**config.mk**
```make
export PLATFORM = sky130hd
export DESIGN_NAME = rv32i_muldiv
export DESIGN_NICKNAME = d
export VERILOG_FILES = /design/src/rtl/be_pkg.sv /design/src/rtl/rv32i_muldiv_step.sv /design/src/rtl/rv32i_muldiv.sv
export SDC_FILE = /design/constraint.sdc
export NUM_CORES = 1
export LEC_CHECK = 0
export CAP_MARGIN = 20
export CORE_MARGIN = 5
export CORE_UTILIZATION = 53
export DETAILED_ROUTE_END_ITERATION = 12
export GPL_TIMING_DRIVEN = 0
export PLACE_DENSITY = 0.81
export RECOVER_POWER = 25
export SLEW_MARGIN = 5
export SYNTH_ARGS = -nofsm -noshare
export SYNTH_HDL_FRONTEND = slang
export SYNTH_HIERARCHICAL = 1
export SYNTH_SLANG_ARGS = --single-unit
export TNS_END_PERCENT = 30
```
**constraint.sdc**
```tcl
create_clock -name clk -period 5.85 [get_ports clk]
set_input_delay 1.17 -clock clk [delete_from_list [all_inputs] [get_ports clk]]
set_output_delay 1.17 -clock clk [all_outputs]
set_load 0.02 [all_outputs]
```
**src/rtl/be_pkg.sv**
```systemverilog
// Shared types and op-classification helpers for the back-end multiply/divide unit.
package be_pkg;

    typedef enum logic [2:0] {
        MDU_MUL    = 3'd0,
        MDU_MULH   = 3'd1,
        MDU_MULHSU = 3'd2,
        MDU_MULHU  = 3'd3,
        MDU_DIV    = 3'd4,
        MDU_DIVU   = 3'd5,
        MDU_REM    = 3'd6,
        MDU_REMU   = 3'd7
    } RV32I_MDU_OP_t;

    typedef enum logic [1:0] {
        MDU_IDLE = 2'd0,
        MDU_CALC = 2'd1,
        MDU_DONE = 2'd2
    } mdu_state_t;

    function automatic logic is_div(input RV32I_MDU_OP_t op);
        case (op)
            MDU_DIV, MDU_DIVU, MDU_REM, MDU_REMU: is_div = 1'b1;
            default:                              is_div = 1'b0;
        endcase
    endfunction

    function automatic logic is_rem(input RV32I_MDU_OP_t op);
        case (op)
            MDU_REM, MDU_REMU: is_rem = 1'b1;
            default:           is_rem = 1'b0;
        endcase
    endfunction

    function automatic logic is_signed_a(input RV32I_MDU_OP_t op);
        case (op)
            MDU_MULH, MDU_MULHSU, MDU_DIV, MDU_REM: is_signed_a = 1'b1;
            default:                                is_signed_a = 1'b0;
        endcase
    endfunction

    function automatic logic is_signed_b(input RV32I_MDU_OP_t op);
        case (op)
            MDU_MULH, MDU_DIV, MDU_REM: is_signed_b = 1'b1;
            default:                    is_signed_b = 1'b0;
        endcase
    endfunction

    function automatic logic returns_high(input RV32I_MDU_OP_t op);
        case (op)
            MDU_MULH, MDU_MULHSU, MDU_MULHU: returns_high = 1'b1;
            default:                         returns_high = 1'b0;
        endcase
    endfunction

endpackage

```
**src/rtl/rv32i_muldiv_step.sv**
```systemverilog
// One radix-2 iteration: shift-add multiply or restoring trial-subtract divide.
// The divide half exists only when RV32I_MDU_DIV_EN is defined.
module rv32i_muldiv_step #(
    parameter int XLEN = 32
) (
    input  logic            div_i,
    input  logic [XLEN-1:0] acc_i,
    input  logic [XLEN-1:0] lo_i,
    input  logic [XLEN-1:0] opb_i,
    output logic [XLEN-1:0] acc_o,
    output logic [XLEN-1:0] lo_o
);

    logic [XLEN:0]   sum_s;
`ifdef RV32I_MDU_DIV_EN
    logic [XLEN:0]   shift_s;
    logic [XLEN-1:0] diff_s;
    logic            ge_s;
`endif

    // Single iteration: {acc,lo} is the product register or the {remainder,quotient} pair
    always_comb begin
        sum_s = {1'b0, acc_i} + (lo_i[0] ? {1'b0, opb_i} : {(XLEN+1){1'b0}});
`ifdef RV32I_MDU_DIV_EN
        shift_s = {acc_i, lo_i[XLEN-1]};
        // A set top bit of the shifted remainder always exceeds the divisor; the wrapped difference is exact
        diff_s  = shift_s[XLEN-1:0] - opb_i;
        ge_s    = shift_s[XLEN] | (shift_s[XLEN-1:0] >= opb_i);
        if (div_i) begin
            acc_o = ge_s ? diff_s : shift_s[XLEN-1:0];
            lo_o  = {lo_i[XLEN-2:0], ge_s};
        end else begin
            acc_o = sum_s[XLEN:1];
            lo_o  = {sum_s[0], lo_i[XLEN-1:1]};
        end
`else
        if (div_i) begin
            acc_o = {XLEN{1'b0}};
            lo_o  = {XLEN{1'b0}};
        end else begin
            acc_o = sum_s[XLEN:1];
            lo_o  = {sum_s[0], lo_i[XLEN-1:1]};
        end
`endif
    end

endmodule

```
**src/rtl/rv32i_muldiv.sv**
```systemverilog
// Iterative RV32M multiply/divide unit with start/ready handshake and one-cycle valid pulse.
// Define RV32I_MDU_DIV_EN to build the divider; otherwise divide ops return 0 with illegal_o.
module rv32i_muldiv
    import be_pkg::*;
#(
    parameter int XLEN = 32
) (
    input  logic            clk,
    input  logic            rst_n,
    input  logic            start_i,
    input  logic [2:0]      op_i,
    input  logic [XLEN-1:0] a_i,
    input  logic [XLEN-1:0] b_i,
    output logic            ready_o,
    output logic            valid_o,
    output logic [XLEN-1:0] result_o,
    output logic            illegal_o
);

    localparam int              CW   = $clog2(XLEN);
    localparam logic [XLEN-1:0] ZERO = {XLEN{1'b0}};
    localparam logic [XLEN-1:0] ONES = {XLEN{1'b1}};
    localparam logic [XLEN-1:0] SMIN = {1'b1, {(XLEN-1){1'b0}}};

    RV32I_MDU_OP_t   op_s, op_q;
    mdu_state_t      state_q;
    logic [CW-1:0]   cnt_q;
    logic [XLEN-1:0] acc_q, lo_q, opb_q, pre_q, result_q;
    logic            neg_q, rneg_q, fast_q, ill_q, valid_q, illegal_q, ready_q;

    logic            a_neg_s, b_neg_s, fast_s, fast_ill_s;
    logic [XLEN-1:0] a_mag_s, b_mag_s, fast_res_s, fin_s;
    logic [XLEN-1:0] acc_d, lo_d;
    logic [2*XLEN-1:0] prod_s;

    assign op_s = RV32I_MDU_OP_t'(op_i);

    // Operand conditioning and fast-path detection at acceptance
    always_comb begin
        a_neg_s    = is_signed_a(op_s) & a_i[XLEN-1];
        b_neg_s    = is_signed_b(op_s) & b_i[XLEN-1];
        a_mag_s    = a_neg_s ? (ZERO - a_i) : a_i;
        b_mag_s    = b_neg_s ? (ZERO - b_i) : b_i;
        fast_s     = 1'b0;
        fast_ill_s = 1'b0;
        fast_res_s = ZERO;
`ifdef RV32I_MDU_DIV_EN
        if (is_div(op_s) && (b_i == ZERO)) begin
            fast_s     = 1'b1;
            fast_res_s = is_rem(op_s) ? a_i : ONES;
        end else if (is_div(op_s) && is_signed_a(op_s) && (a_i == SMIN) && (b_i == ONES)) begin
            fast_s     = 1'b1;
            fast_res_s = is_rem(op_s) ? ZERO : SMIN;
        end else begin
            fast_s     = 1'b0;
        end
`else
        if (is_div(op_s)) begin
            fast_s     = 1'b1;
            fast_ill_s = 1'b1;
        end else begin
            fast_s     = 1'b0;
        end
`endif
    end

    rv32i_muldiv_step #(.XLEN(XLEN)) u_step (
        .div_i (is_div(op_q)),
        .acc_i (acc_q),
        .lo_i  (lo_q),
        .opb_i (opb_q),
        .acc_o (acc_d),
        .lo_o  (lo_d)
    );

    // Sign correction and word selection on the final iteration's output
    always_comb begin
        prod_s = neg_q ? ({(2*XLEN){1'b0}} - {acc_d, lo_d}) : {acc_d, lo_d};
        if (is_div(op_q)) begin
            if (is_rem(op_q)) begin
                fin_s = rneg_q ? (ZERO - acc_d) : acc_d;
            end else begin
                fin_s = neg_q ? (ZERO - lo_d) : lo_d;
            end
        end else if (returns_high(op_q)) begin
            fin_s = prod_s[2*XLEN-1:XLEN];
        end else begin
            fin_s = prod_s[XLEN-1:0];
        end
    end

    // Control FSM, datapath registers and registered outputs
    always_ff @(posedge clk or negedge rst_n) begin
        if (!rst_n) begin
            state_q   <= MDU_IDLE;
            op_q      <= MDU_MUL;
            cnt_q     <= {CW{1'b0}};
            acc_q     <= ZERO;
            lo_q      <= ZERO;
            opb_q     <= ZERO;
            pre_q     <= ZERO;
            result_q  <= ZERO;
            neg_q     <= 1'b0;
            rneg_q    <= 1'b0;
            fast_q    <= 1'b0;
            ill_q     <= 1'b0;
            valid_q   <= 1'b0;
            illegal_q <= 1'b0;
            ready_q   <= 1'b1;
        end else begin
            valid_q   <= 1'b0;
            illegal_q <= 1'b0;
            case (state_q)
                MDU_IDLE: begin
                    if (start_i) begin
                        ready_q <= 1'b0;
                        op_q    <= op_s;
                        fast_q  <= fast_s;
                        ill_q   <= fast_ill_s;
                        pre_q   <= fast_res_s;
                        acc_q   <= ZERO;
                        lo_q    <= a_mag_s;
                        opb_q   <= b_mag_s;
                        neg_q   <= a_neg_s ^ b_neg_s;
                        rneg_q  <= a_neg_s;
                        cnt_q   <= CW'(XLEN - 1);
                        state_q <= fast_s ? MDU_DONE : MDU_CALC;
                    end
                end
                MDU_CALC: begin
                    acc_q <= acc_d;
                    lo_q  <= lo_d;
                    // The last iteration's result is registered directly so valid_o lands XLEN edges after acceptance
                    if (cnt_q == {CW{1'b0}}) begin
                        result_q <= fin_s;
                        valid_q  <= 1'b1;
                        state_q  <= MDU_DONE;
                    end else begin
                        cnt_q <= cnt_q - {{(CW-1){1'b0}}, 1'b1};
                    end
                end
                MDU_DONE: begin
                    if (fast_q) begin
                        result_q  <= pre_q;
                        valid_q   <= 1'b1;
                        illegal_q <= ill_q;
                    end
                    ready_q <= 1'b1;
                    state_q <= MDU_IDLE;
                end
                default: begin
                    ready_q <= 1'b1;
                    state_q <= MDU_IDLE;
                end
            endcase
        end
    end

    assign ready_o   = ready_q;
    assign valid_o   = valid_q;
    assign result_o  = result_q;
    assign illegal_o = illegal_q;

endmodule

```
Word level (Yosys, flattened, before mapping)
Cells that the tools add are included.
W data, S select, Z words.
{"block": "word_totals", "register_bits": 144, "inputBits": 70, "output_inout_bits": 35, "wordCells": 99}
{"block": "op_classes", "addsub": 7, "muxes": 40, "n_reduce_logical": 16, "eq_ne": 19, "bitwise": 4}
{"operator": "$mux W32", "count": 14}
{"operator": "$pmux W32 S2", "count": 3}
{"operator": "$sub A1 B32 Y32 const A", "count": 4}
{"operator": "$mux W64", "count": 1}
{"operator": "$sub A1 B64 Y64 const A", "count": 1}
{"operator": "$add A32 B33 Y33", "count": 1}
{"operator": "$eq A3 B3 Y1 const B", "count": 8}
{"operator": "$mux W1", "count": 13}
{"operator": "$reduce_or A4 Y1", "count": 3}
{"operator": "$mux W5", "count": 2}
{"operator": "$pmux W5 S2", "count": 1}
{"operator": "$eq A3 B2 Y1 const B", "count": 3}
{"operator": "$ne A2 B2 Y1 const B", "count": 4}
{"operator": "$reduce_and A2 Y1", "count": 4}
{"operator": "$eq A3 B1 Y1 const B", "count": 2}
{"operator": "$mux W2", "count": 3}
{"operator": "$reduce_and A3 Y1", "count": 2}
{"operator": "$reduce_or A3 Y1", "count": 2}
{"operator": "$logic_not A5 Y1", "count": 1}
{"operator": "$sub A5 B1 Y5 const B", "count": 1}
{"operator": "$pmux W1 S2", "count": 2}
{"operator": "$pmux W2 S2", "count": 1}
{"operator": "$reduce_bool A2 Y1", "count": 2}
{"operator": "$and A1 B1 Y1", "count": 2}
{"operator": "other kinds (6)", "count": 6}

Longest topological paths before layout
{"block": "logic_depth", "depth_word": 10, "mapped_depth": 18, "mapped_depth_nobuf": 16}

Modules after synthesis
The synthesis kept the hierarchy.
{"mod": "rv32i_muldiv", "seq_area_each_um2": 3604.7, "area_per_inst_um2": 10023.4, "n_inst": 1, "cells_per_inst": 1195}
{"mod": "rv32i_muldiv_step", "seq_area_each_um2": 0.0, "area_per_inst_um2": 2610.0, "n_inst": 1, "cells_per_inst": 401}

Worst setup path before layout
Ideal clock, no wire load.
{"block": "synth_timing", "kind": "register -> register", "from": "register lo_q[0]", "to": "register result_q[16] (netlist: result_o[16])", "t_required_ns": 5.726, "stages_incl_launch_ff": 19, "slack_ns": 1.124, "t_arrival_ns": 4.602, "setup_time_ns": 0.124, "cell_sequence": "dfrtp_1 -> clkbuf_1 -> and2_1 -> ha_1 -> inv_1 -> fa_1 -> nand2b_1 -> a21oi_1 -> o21ai_0 -> o21ai_0 -> xnor2_1 -> nor2_1 -> clkbuf_1 -> or4_1 -> nor4_1 -> nand4_1 -> o31ai_1 -> mux2i_1 -> a211o_1"}
{"block": "synth_between", "elab_chain_cells": 9, "elab_cells_between_ends": 13, "cone_classes": "add/sub: 3; mux: 10"}
{"element": "from (decl)", "line_no": "rv32i_muldiv.sv:28", "source": "logic [XLEN-1:0] acc_q, lo_q, opb_q, pre_q, result_q;"}
{"element": "from (signal assigned)", "line_no": "rv32i_muldiv.sv:122", "source": "lo_q <= a_mag_s;"}
{"element": "from (signal assigned)", "line_no": "rv32i_muldiv.sv:132", "source": "lo_q <= lo_d;"}
{"element": "$mux W32 (*)", "line_no": "rv32i_muldiv_step.sv:23", "source": "sum_s = {1'b0, acc_i} + (lo_i[0] ? {1'b0, opb_i} : {(XLEN+1){1'b0}});"}
{"element": "$add A32 B33 Y33 (*)", "line_no": "rv32i_muldiv_step.sv:23"}
{"element": "$mux W32 (*)", "line_no": "rv32i_muldiv_step.sv:37", "source": "if (div_i) begin"}
{"element": "net acc_d[9]", "line_no": "rv32i_muldiv.sv:33", "source": "logic [XLEN-1:0] acc_d, lo_d;"}
{"element": "$sub A1 B64 Y64 / $sub A1 B32 Y32 (equally long branches)", "line_no": "rv32i_muldiv.sv:78, rv32i_muldiv.sv:81"}
{"element": "$mux W64 / $mux W32 (equally long branches)", "line_no": "rv32i_muldiv.sv:78, rv32i_muldiv.sv:81"}
{"element": "$mux W32 (on tied branches)", "line_no": "rv32i_muldiv.sv:85, rv32i_muldiv.sv:80"}
{"element": "$mux W32 (*)", "line_no": "rv32i_muldiv.sv:79", "source": "if (is_div(op_q)) begin"}
{"element": "$mux W32 (*)", "line_no": "rv32i_muldiv.sv:134", "source": "if (cnt_q == {CW{1'b0}}) begin"}
{"element": "$pmux W32 S2 (*)", "line_no": "rv32i_muldiv.sv:113", "source": "case (state_q)"}
{"element": "to (signal assigned)", "line_no": "rv32i_muldiv.sv:135", "source": "result_q <= fin_s;"}
{"element": "to (signal assigned)", "line_no": "rv32i_muldiv.sv:144", "source": "result_q <= pre_q;"}
{"element": "to (decl)", "line_no": "rv32i_muldiv.sv:28"}
Mark *: on every way through the listed nets, which the timed path passes. The rest lies on a longest branch. The select of a mux whose other input is x is not followed.
A chain may end at the register's enable or synchronous reset.

Final worst setup path
{"block": "layout_timing", "from": "register op_q[2]", "to": "register result_q[23] (netlist: result_o[23])"}
{"block": "layout_between", "elab_chain_cells": 10, "elab_cells_between_ends": 28, "cone_classes": "add/sub: 3; eq/ne: 7; mux: 15; reduce/logical: 3"}
{"element": "from (decl)", "line_no": "rv32i_muldiv.sv:25", "source": "RV32I_MDU_OP_t op_s, op_q;"}
{"element": "from (signal assigned)", "line_no": "rv32i_muldiv.sv:117", "source": "op_q <= op_s;"}
{"element": "$eq A3 B3 Y1", "line_no": "be_pkg.sv:22", "source": "case (op)"}
{"element": "$reduce_or A4 Y1 (*)", "line_no": "be_pkg.sv:22"}
{"element": "$mux W1 (*)", "line_no": "be_pkg.sv:22"}
{"element": "$mux W32 (*)", "line_no": "rv32i_muldiv_step.sv:37"}
{"element": "net lo_d[12]", "line_no": "rv32i_muldiv.sv:33"}
{"element": "$sub A1 B64 Y64 / $sub A1 B32 Y32 (equally long branches)", "line_no": "rv32i_muldiv.sv:78, rv32i_muldiv.sv:83"}
{"element": "$mux W64 / $mux W32 (equally long branches)", "line_no": "rv32i_muldiv.sv:78, rv32i_muldiv.sv:83"}
{"element": "$mux W32 (on tied branches)", "line_no": "rv32i_muldiv.sv:85, rv32i_muldiv.sv:80"}
{"element": "$mux W32 (*)", "line_no": "rv32i_muldiv.sv:79"}
{"element": "$mux W32 (*)", "line_no": "rv32i_muldiv.sv:134"}
{"element": "$pmux W32 S2 (*)", "line_no": "rv32i_muldiv.sv:113"}
Marked as above.

==> reports/results.tsv <==
stage	metric	value	unit
drt	remaining_drc_errors	0	
critical_path	cp.required	6170	ps
logic_synthesis	yosys-top-cells-count	sky130_fd_sc_hd__nand2_1, sky130_fd_sc_hd__dfrtp_1, sky130_fd_sc_hd__o21ai_0	
die	floorplan.core_area	23500	µm²
cts	hold_buffers	0	
die	dieArea	27000	µm²
layout	post_route_cells_drive_above_1_share	5.70	%
die	floorplan.initialDensity	53.8	%
cts	worst_skew_pair.late_latency	440	ps
cts	cts.clk_slew.worst_paths	70	ps
run	maxCapViolCount	1	
hold_path	hold_path.startpoint	lo_q[13]	
global_route	grt_pass1_vias	12700	
logic_synthesis	yosys.area.top_type	sky130_fd_sc_hd__dfrtp_1	
sta	rsz0062_at_grt	true	
critical_path	worst-r2r-cell-count	14	
logic_synthesis	post_synth_main_area_contributors	sky130_fd_sc_hd__dfrtp_1, sky130_fd_sc_hd__o21ai_0, sky130_fd_sc_hd__xnor2_1, sky130_fd_sc_hd__nand2_1, sky130_fd_sc_hd__ha_1	
sta	drv_slew	52	
drt	via_density_per_instance	6.62	
drt	router_iterations_before_antenna_repair	6	
hold_path	count_of_cells_along_the_worst_hold_path	2	
power	switching_share	55.7	%
place	routabilityCongestion	1.03	
drt	number_of_violations_reported_at_the_end_of_detailed_routing_iteration_0	1663	
layout	area_delta_synth_final	17.3	%
power	ir_worst_vdd	289	µV
cts	number_of_clock_sinks	144	
logic_synthesis	postSynthAreaPerCell	7.92	µm²
drt	routed-via-count	13600	
power	power-per-cell-area	562	nW/µm²
logic_synthesis	mappedNetlistArea	12600	µm²
logic_synthesis	synth_most_common_cell	sky130_fd_sc_hd__nand2_1	
critical_path	critical_path_source_type	register	
logic_synthesis	yosysTopAreaCellShare	28.3	%
global_route	grt_pass1_wl	73500	µm
logic_synthesis	synth_ff_type	sky130_fd_sc_hd__dfrtp_1	
global_route	initial_antenna_violation_count	0	
sta	finalHoldViolCount	0	
power	seqPwrFrac	17.8	%
place	dp_hpwl	36300	µm
sta	crit_path_time_final	5750	ps
drt	ant_nets	0	
power	tot_pwr	0.00833	W
power	internal_power	0.00369	W
layout	finish.net_count	1835	
drt	detail_route.wl_per_cell	23.2	µm
sta	min_period_over_period	98.3	%
sta	fin_worst_hold_slack	477	ps
power	pwr-share-comb	68.0	%
run_status	violations	capacitance limit, slew limit	
logic_synthesis	postSynthNetCount	1708	
power	reported_leakage_power	6.04	nW
logic_synthesis	number_of_enable_type_register_cells_in_the_synthesized_netlist	0	
run_status	status	complete, but fails checks	
cts	cts_max_path_buffers	2	
die	ios	105	
die	die-width	164	µm
power	netSwitchingPower	0.00464	W
global_route	gr-usage-all-layers	35.2	%
die	row_count	56	
critical_path	r2r_slack	100	ps
sta	fmax	174	MHz
cts	cts_inserted_buffers	17	
sta	max_slew.worst_pin.slew	3060	ps
critical_path	capture_instance_of_the_worst_register_to_register_path	result_o[23]	
cts	root_buffer	sky130_fd_sc_hd__clkbuf_16	
cts	h_tree_depth	4	
sta	worst_slew_slack_as_a_fraction_of_its_limit	-104	%
critical_path	crit_path_max_fanout	10	
die	chipHeight	164	µm
logic_synthesis	synth_cell_types	86	
sta	skew	24.1	ps
layout	postLayoutCoreUtil	63.1	%
hold_path	worst_hold_path_type	register to register	
global_route	grt_start_max_net_pins	94	
logic_synthesis	synthesis.instances	1596	
sta	setup_viol	0	
logic_synthesis	ys.warnings.count	6	
critical_path	cp.arrival	6070	ps
place	buffer_ports.inserted	104	
layout	diodes	0	
power	clockPowerShare	14.2	%
logic_synthesis	yosysSeqAreaShare	28.5	%
critical_path	worst-setup-path-type	register to register	
critical_path	worst_setup_path_end_kind	register	
cts	clock_tree_from_tritoncts	done	
global_route	gr-total-overflow	0	
logic_synthesis	synth_async_sr_flop_share	100	%
logic_synthesis	synth.ff_latch_count	144	
drt	total_wire_length_after_detailed_routing	47700	µm
hold_path	min_delay_worst_endpoint	lo_q[13]	
critical_path	r2r_start	op_q[2]	
worst max-delay path: stages, from the launching register on:
cell and delay, ps:
sky130_fd_sc_hd__dfrtp_1 390, sky130_fd_sc_hd__clkbuf_1 400, sky130_fd_sc_hd__clkbuf_1 220, sky130_fd_sc_hd__clkbuf_1 460, sky130_fd_sc_hd__clkbuf_1 560, sky130_fd_sc_hd__clkbuf_1 500
sky130_fd_sc_hd__nor2b_1 200, sky130_fd_sc_hd__or4_1 630, sky130_fd_sc_hd__or3_1 330, sky130_fd_sc_hd__clkbuf_1 270, sky130_fd_sc_hd__or4_4 660, sky130_fd_sc_hd__buf_2 240
sky130_fd_sc_hd__o41ai_2 390, sky130_fd_sc_hd__xor2_1 260, sky130_fd_sc_hd__a22oi_1 100
power by group through the flow:
stage	Clock (W)	Sequential, W	Combinational [W]
after global routing	0.00123	0.00151	0.00603
after global placement	0	0.00148	0.00522
final	0.00118	0.00148	0.00567
after CTS	0.00118	0.00147	0.00538
after detailed placement	0	0.00149	0.00532
after floorplan	0	0.00144	0.00361
routing by layer:
layer | track usage [%] | share of wire, % | vias up | routed length [µm]
met3 | 7.81 | 11 | 129 | 5260
li1 | - | - | 6140 | -
met1 | 49.4 | 42 | 6486 | 19900
met5 | 0 | 0 | - | 0
met2 | 52.1 | 43 | 859 | 20400
met4 | 15.3 | 4.6 | 0 | 2210
stage by stage:
step           std cells  TNS, ps  worst slack [ps]  cell area [µm²]
2_1_floorplan       1596        0              1120            12600
3_3_place_gp        2019  -330630             -2290            14100
3_5_place_dp        2020     -846              -248            14100
4_1_cts             2052        0              9.94            14700
5_1_grt             2055    -66.9             -66.9            14800
6_report            2055        0              97.0            14800
repair_timing:
action                                  CTS  global route
gates resized for setup                   2             8
setup buffers                             0             2
pin swaps                                 0             1
endpoints found under the setup margin    8            19
layout make-up:
cell class              count  area [µm²]
multi-input cells        1308        8530
inverters                  30         113
clock buffers              17         425
clock inverters            15         190
flip-flops and latches    144        3600
plain buffers             114         468
well taps                 319         399
repair buffers            108        1080
fillers                  2085        8650
kinds of logic after synthesis:
group,synth area share (%)
AO/OA/AOI/OAI,25.4
XOR/XNOR,8.39
adder cells (fa/ha/maj),4.22
buffers and inverters,4.60
flip-flops,28.5
multiplexers,3.59
AND/OR/NAND/NOR,25.3
registers in the layout, indices dropped and copies added (netlist names):
name,flops
illegal_o,1
opb_q,32
neg_q,1
cnt_q,5
result_o,32
op_q,3
acc_q,32
lo_q,32
rneg_q,1
state_q,2
ill_q,1
valid_o,1
ready_o,1
worst max path at each step:
| stage | startpoint | to | slack (ps) | depth (start not counted) |
|---|---|---|---|---|
| final | op_q[2] | result_o[23] | 100 | 14 |
| after global routing | op_q[2] | result_o[23] | -70 | 14 |
| after CTS | op_q[2] | result_o[16] | 10 | 13 |
| after detailed placement | op_q[2] | result_o[16] | -250 | 13 |
| after global placement | rst_n | acc_q[24] | -2290 | 1 |
| after floorplan | lo_q[0] | result_o[16] | 1120 | 18 |
cell usage in the layout (no fill, tap or decap), types with 8 or more instances in the layout:
cell	instances
sky130_fd_sc_hd__a211oi_1	9
sky130_fd_sc_hd__xor2_1	50
sky130_fd_sc_hd__a31oi_1	19
sky130_fd_sc_hd__nor2_1	108
sky130_fd_sc_hd__nand4_1	21
sky130_fd_sc_hd__a32o_1	8
sky130_fd_sc_hd__a21oi_1	100
sky130_fd_sc_hd__and2_1	39
sky130_fd_sc_hd__o21ai_0	142
sky130_fd_sc_hd__a22o_1	33
sky130_fd_sc_hd__or3_1	31
sky130_fd_sc_hd__o21ai_1	11
sky130_fd_sc_hd__and3_1	17
sky130_fd_sc_hd__clkdlybuf4s50_1	103
sky130_fd_sc_hd__mux2_1	8
sky130_fd_sc_hd__nor3_1	50
sky130_fd_sc_hd__o211ai_1	15
sky130_fd_sc_hd__clkbuf_1	99
sky130_fd_sc_hd__inv_6	8
sky130_fd_sc_hd__nor2b_1	48
sky130_fd_sc_hd__nand3_1	29
sky130_fd_sc_hd__o31ai_1	30
sky130_fd_sc_hd__dfrtp_1	143
sky130_fd_sc_hd__buf_2	8
sky130_fd_sc_hd__o21a_1	9
sky130_fd_sc_hd__inv_1	28
sky130_fd_sc_hd__or4_1	23
sky130_fd_sc_hd__clkbuf_16	17
sky130_fd_sc_hd__nand2b_1	17
sky130_fd_sc_hd__a22oi_1	11
sky130_fd_sc_hd__nor4_1	15
sky130_fd_sc_hd__xnor2_1	71
sky130_fd_sc_hd__mux2i_1	34
sky130_fd_sc_hd__a21o_1	10
sky130_fd_sc_hd__or2_2	14
sky130_fd_sc_hd__o41ai_1	18
sky130_fd_sc_hd__nand2_1	163
sky130_fd_sc_hd__ha_1	41
(Power assumes the default switching activity.)
==> patch: new RTL, same flow settings <==
Build with the macro `RV32I_MDU_DIV_EN` defined.
--- a/src/rtl/rv32i_muldiv_step.sv
+++ b/src/rtl/rv32i_muldiv_step.sv
@@ -1,4 +1,6 @@
 // One radix-2 iteration: shift-add multiply or restoring trial-subtract divide.
 // The divide half exists only when RV32I_MDU_DIV_EN is defined.
+`define RV32I_MDU_DIV_EN
+
 module rv32i_muldiv_step #(
     parameter int XLEN = 32
Formal check against the unedited RTL: not equivalent (a bounded check fails within 4 cycles, from zero or initial values and one cycle with rst_n low).
==> patch against the original RTL <==
- the run still ends with capacitance limit, slew limit left
- synthesized area rose by 30%
- sequential power grew 45%
- die area rose by 29%
- wire length rose by 38%
- design area rose by 28%
- worst setup slack better by 0.055 ns
- power rose by 51%
- cell count up 27%
- sequential cell count is 31 higher
- global-route usage is 1.4 points higher
- synthesized cell count is 30% higher
- highest routed layer is now met5
==> patch: results (changes against the original RTL) <==
The buffer cell driving the clock tree root was sky130_fd_sc_hd__clkbuf_16. Leakage power total: 7.777 nW (+29%). The post-CTS clock slew at the launch and capture registers of the worst setup and hold paths works out to 0.08 ns. The largest clock skew in the final design is 0.01376 ns (-0.01036 ns), and the global-route usage over all layers is 36.55% (+1.4 points). The met2 wire length is 28,180 um (+38%), and the total vias in the final route is 17,580 (+29%). The share of final-layout standard cells stronger than drive strength 1 was 8.029% (+2.3 points); the worst-skew pair later-pin latency was 0.46 ns (+0.02 ns).

The logs give 54.78% (+2.7 points) for the met2 routing resource usage after global routing and 2,808 (+35%) for the number of fill cells. The checks that failed: capacitance limit, slew limit. Via count of the first global-routing pass: 16,810 (+32%). For the maximum number of pins on one net before global-route repair, the log shows 116 (+23%).

Ranked by total cell area, the synthesized netlist is headed by sky130_fd_sc_hd__dfrtp_1, sky130_fd_sc_hd__o21ai_0, sky130_fd_sc_hd__ha_1, sky130_fd_sc_hd__xnor2_1, sky130_fd_sc_hd__nand2_1. The number of cells traversed by the worst hold path works out to 2 (unchanged). The share of async-settable or async-resettable flops after synthesis came out at 100.0% (unchanged).

The topmost layer with routed signal wires was met5. The mean area per synthesized cell came out at 7.968 um^2 (+0.66%). For the distinct cell type count after synthesis, the log shows 96 (+12%). By count the netlist is led by sky130_fd_sc_hd__o21ai_0, sky130_fd_sc_hd__nand2_1, sky130_fd_sc_hd__dfrtp_1. The flow ran to the end, but the final reports show violations. Path depth of the worst reg2reg path: 21 (+7). For the number of placed instances with taps included, the log shows 2,571 (+27%). The met3 routing resource usage after global routing is 10.97% (+3.2 points). The worst-case headroom to the max-slew limit is -134.7% (-31 points), and the number of non-filler instances in the completed layout is 2,613 (+27%).

The worst hold path begins at pre_q[1]. The tools report the met3 wirelength from detailed routing as 7748 um (+47%). The tools report the initial antenna violation count as 2 (+2).

The max-capacitance violation count was 1 (unchanged). For the number of nets produced by synthesis, the log shows 2,215 (+30%). The critical path is of the flop to flop type. For the number of pins exceeding their max-slew limit in the final report, the log shows 61 (+17%). The share of synthesized area occupied by flip-flops and latches was 26.57% (-2.0 points); the met1 routed wirelength after detailed routing was 26,850 um (+35%). The data arrival at the endpoint of the critical path came out at 6.03 ns (-0.04 ns). The count of nets after finishing was 2,350 (+28%). The tools report the global-route track usage on met1 as 49.32% (-0.12 points). The half-perimeter wire length after detailed placement came out at 51,690 um (+42%). The wire length after detailed routing is 66,080 um (+38%), and the CTS H-tree depth is 4 (unchanged). The buffer levels on the longest clock path is 2 (unchanged).

The run gives -0.4612 ns (-0.2136 ns) as the placement-stage worst setup slack. The count of buffers from port buffering was 103 (-0.96%); the count of routing violations after the opening detailed-route iteration was 2,226 (+34%). The maximum vdd drop is 0.3849 mV (+33%), and the global placement routability congestion is 1.049 (+1.6%). The startpoint identified for the worst register-to-register timing path is lo_q[31]. The tools report the wire length of the first global-routing pass as 100,300 um (+36%).
-- patch: path summary, 6_finish.rpt --
kind                           endpoint  slack (ns)
setup / recovery           result_o[20]        0.15
hold / removal                 pre_q[1]        0.49
setup reg to reg           result_o[20]        0.15
hold reg to reg                pre_q[1]        0.49
max in group asynchronous       lo_q[7]        1.96
min in group asynchronous     opb_q[17]        1.91
-- patch: what timing repair did --
item	in CTS	in global routing
hold buffers	0	0
pin swaps	0	12
hold endpoints to repair	0	0
gates resized for setup	8	50
buffers inserted	0	9
setup endpoints to repair	11	28
-- patch: per-stage QoR --
stage	instance area [um^2]	util [%]	hold WS [ns]	power (mW)	TNS (ns)
final	18920	61.68	0.4900	12.61	0
after global routing	18920	61.68	0.5144	13.24	-0.1089
after CTS	18670	60.87	0.4948	11.99	-0.003548
after detailed placement	18060	58.88	0.4784	10.78	-1.970
after global placement	18010	58.73	0.4578	10.67	-655.79
after floorplan	16490	-	0.4413	7.826	0
-- patch: cells by family after synthesis --
family          Yosys count  share of synthesized area (%)
other cells               1                        0.02275
simple gates            663                          20.60
flops                   175                          26.57
xor+xnor                172                          9.138
fa+ha+maj                76                          5.859
compound gates          679                          27.22
mux                      85                          5.434
buf+inv                 218                          5.161
-- patch: cell type report --
type	count	area (um^2)	share of cell area, %
plain buffers	138	570.5	3.016
clock buffers	17	425.4	2.249
clock inverters	15	148.9	0.7871
inverters	80	300.3	1.587
multi-input cells	1676	11450	60.55
flip-flops and latches	175	4382	23.16
well taps	396	495.5	2.619
repair buffers	116	1140	6.026
-- patch: critical path, cell delays in order (launching register included) --
cell	delay [ns]
sky130_fd_sc_hd__dfrtp_1	0.39
sky130_fd_sc_hd__inv_1	0.08
sky130_fd_sc_hd__ha_1	0.23
sky130_fd_sc_hd__fa_1	0.43
sky130_fd_sc_hd__nor2b_4	0.18
sky130_fd_sc_hd__o31ai_4	0.09
sky130_fd_sc_hd__a31o_1	0.28
sky130_fd_sc_hd__nand2_1	0.23
sky130_fd_sc_hd__a41o_1	0.24
sky130_fd_sc_hd__nand3_1	0.10
sky130_fd_sc_hd__nand3_1	0.17
sky130_fd_sc_hd__clkbuf_4	0.30
sky130_fd_sc_hd__mux2i_1	0.30
sky130_fd_sc_hd__a21oi_1	0.10
sky130_fd_sc_hd__clkbuf_1	0.31
sky130_fd_sc_hd__or4_4	0.61
sky130_fd_sc_hd__nor4_4	0.34
sky130_fd_sc_hd__clkbuf_4	0.29
sky130_fd_sc_hd__a31oi_1	0.11
sky130_fd_sc_hd__xnor2_1	0.42
sky130_fd_sc_hd__o221ai_1	0.20
sky130_fd_sc_hd__o2bb2ai_1	0.16
-- patch: where the power goes --
group          total, mW  internal, mW  switching (mW)
Combinational       9.31          3.19            6.12
Sequential          2.15          1.65           0.504
Clock               1.14         0.565           0.580
Total               12.6          5.40            7.21
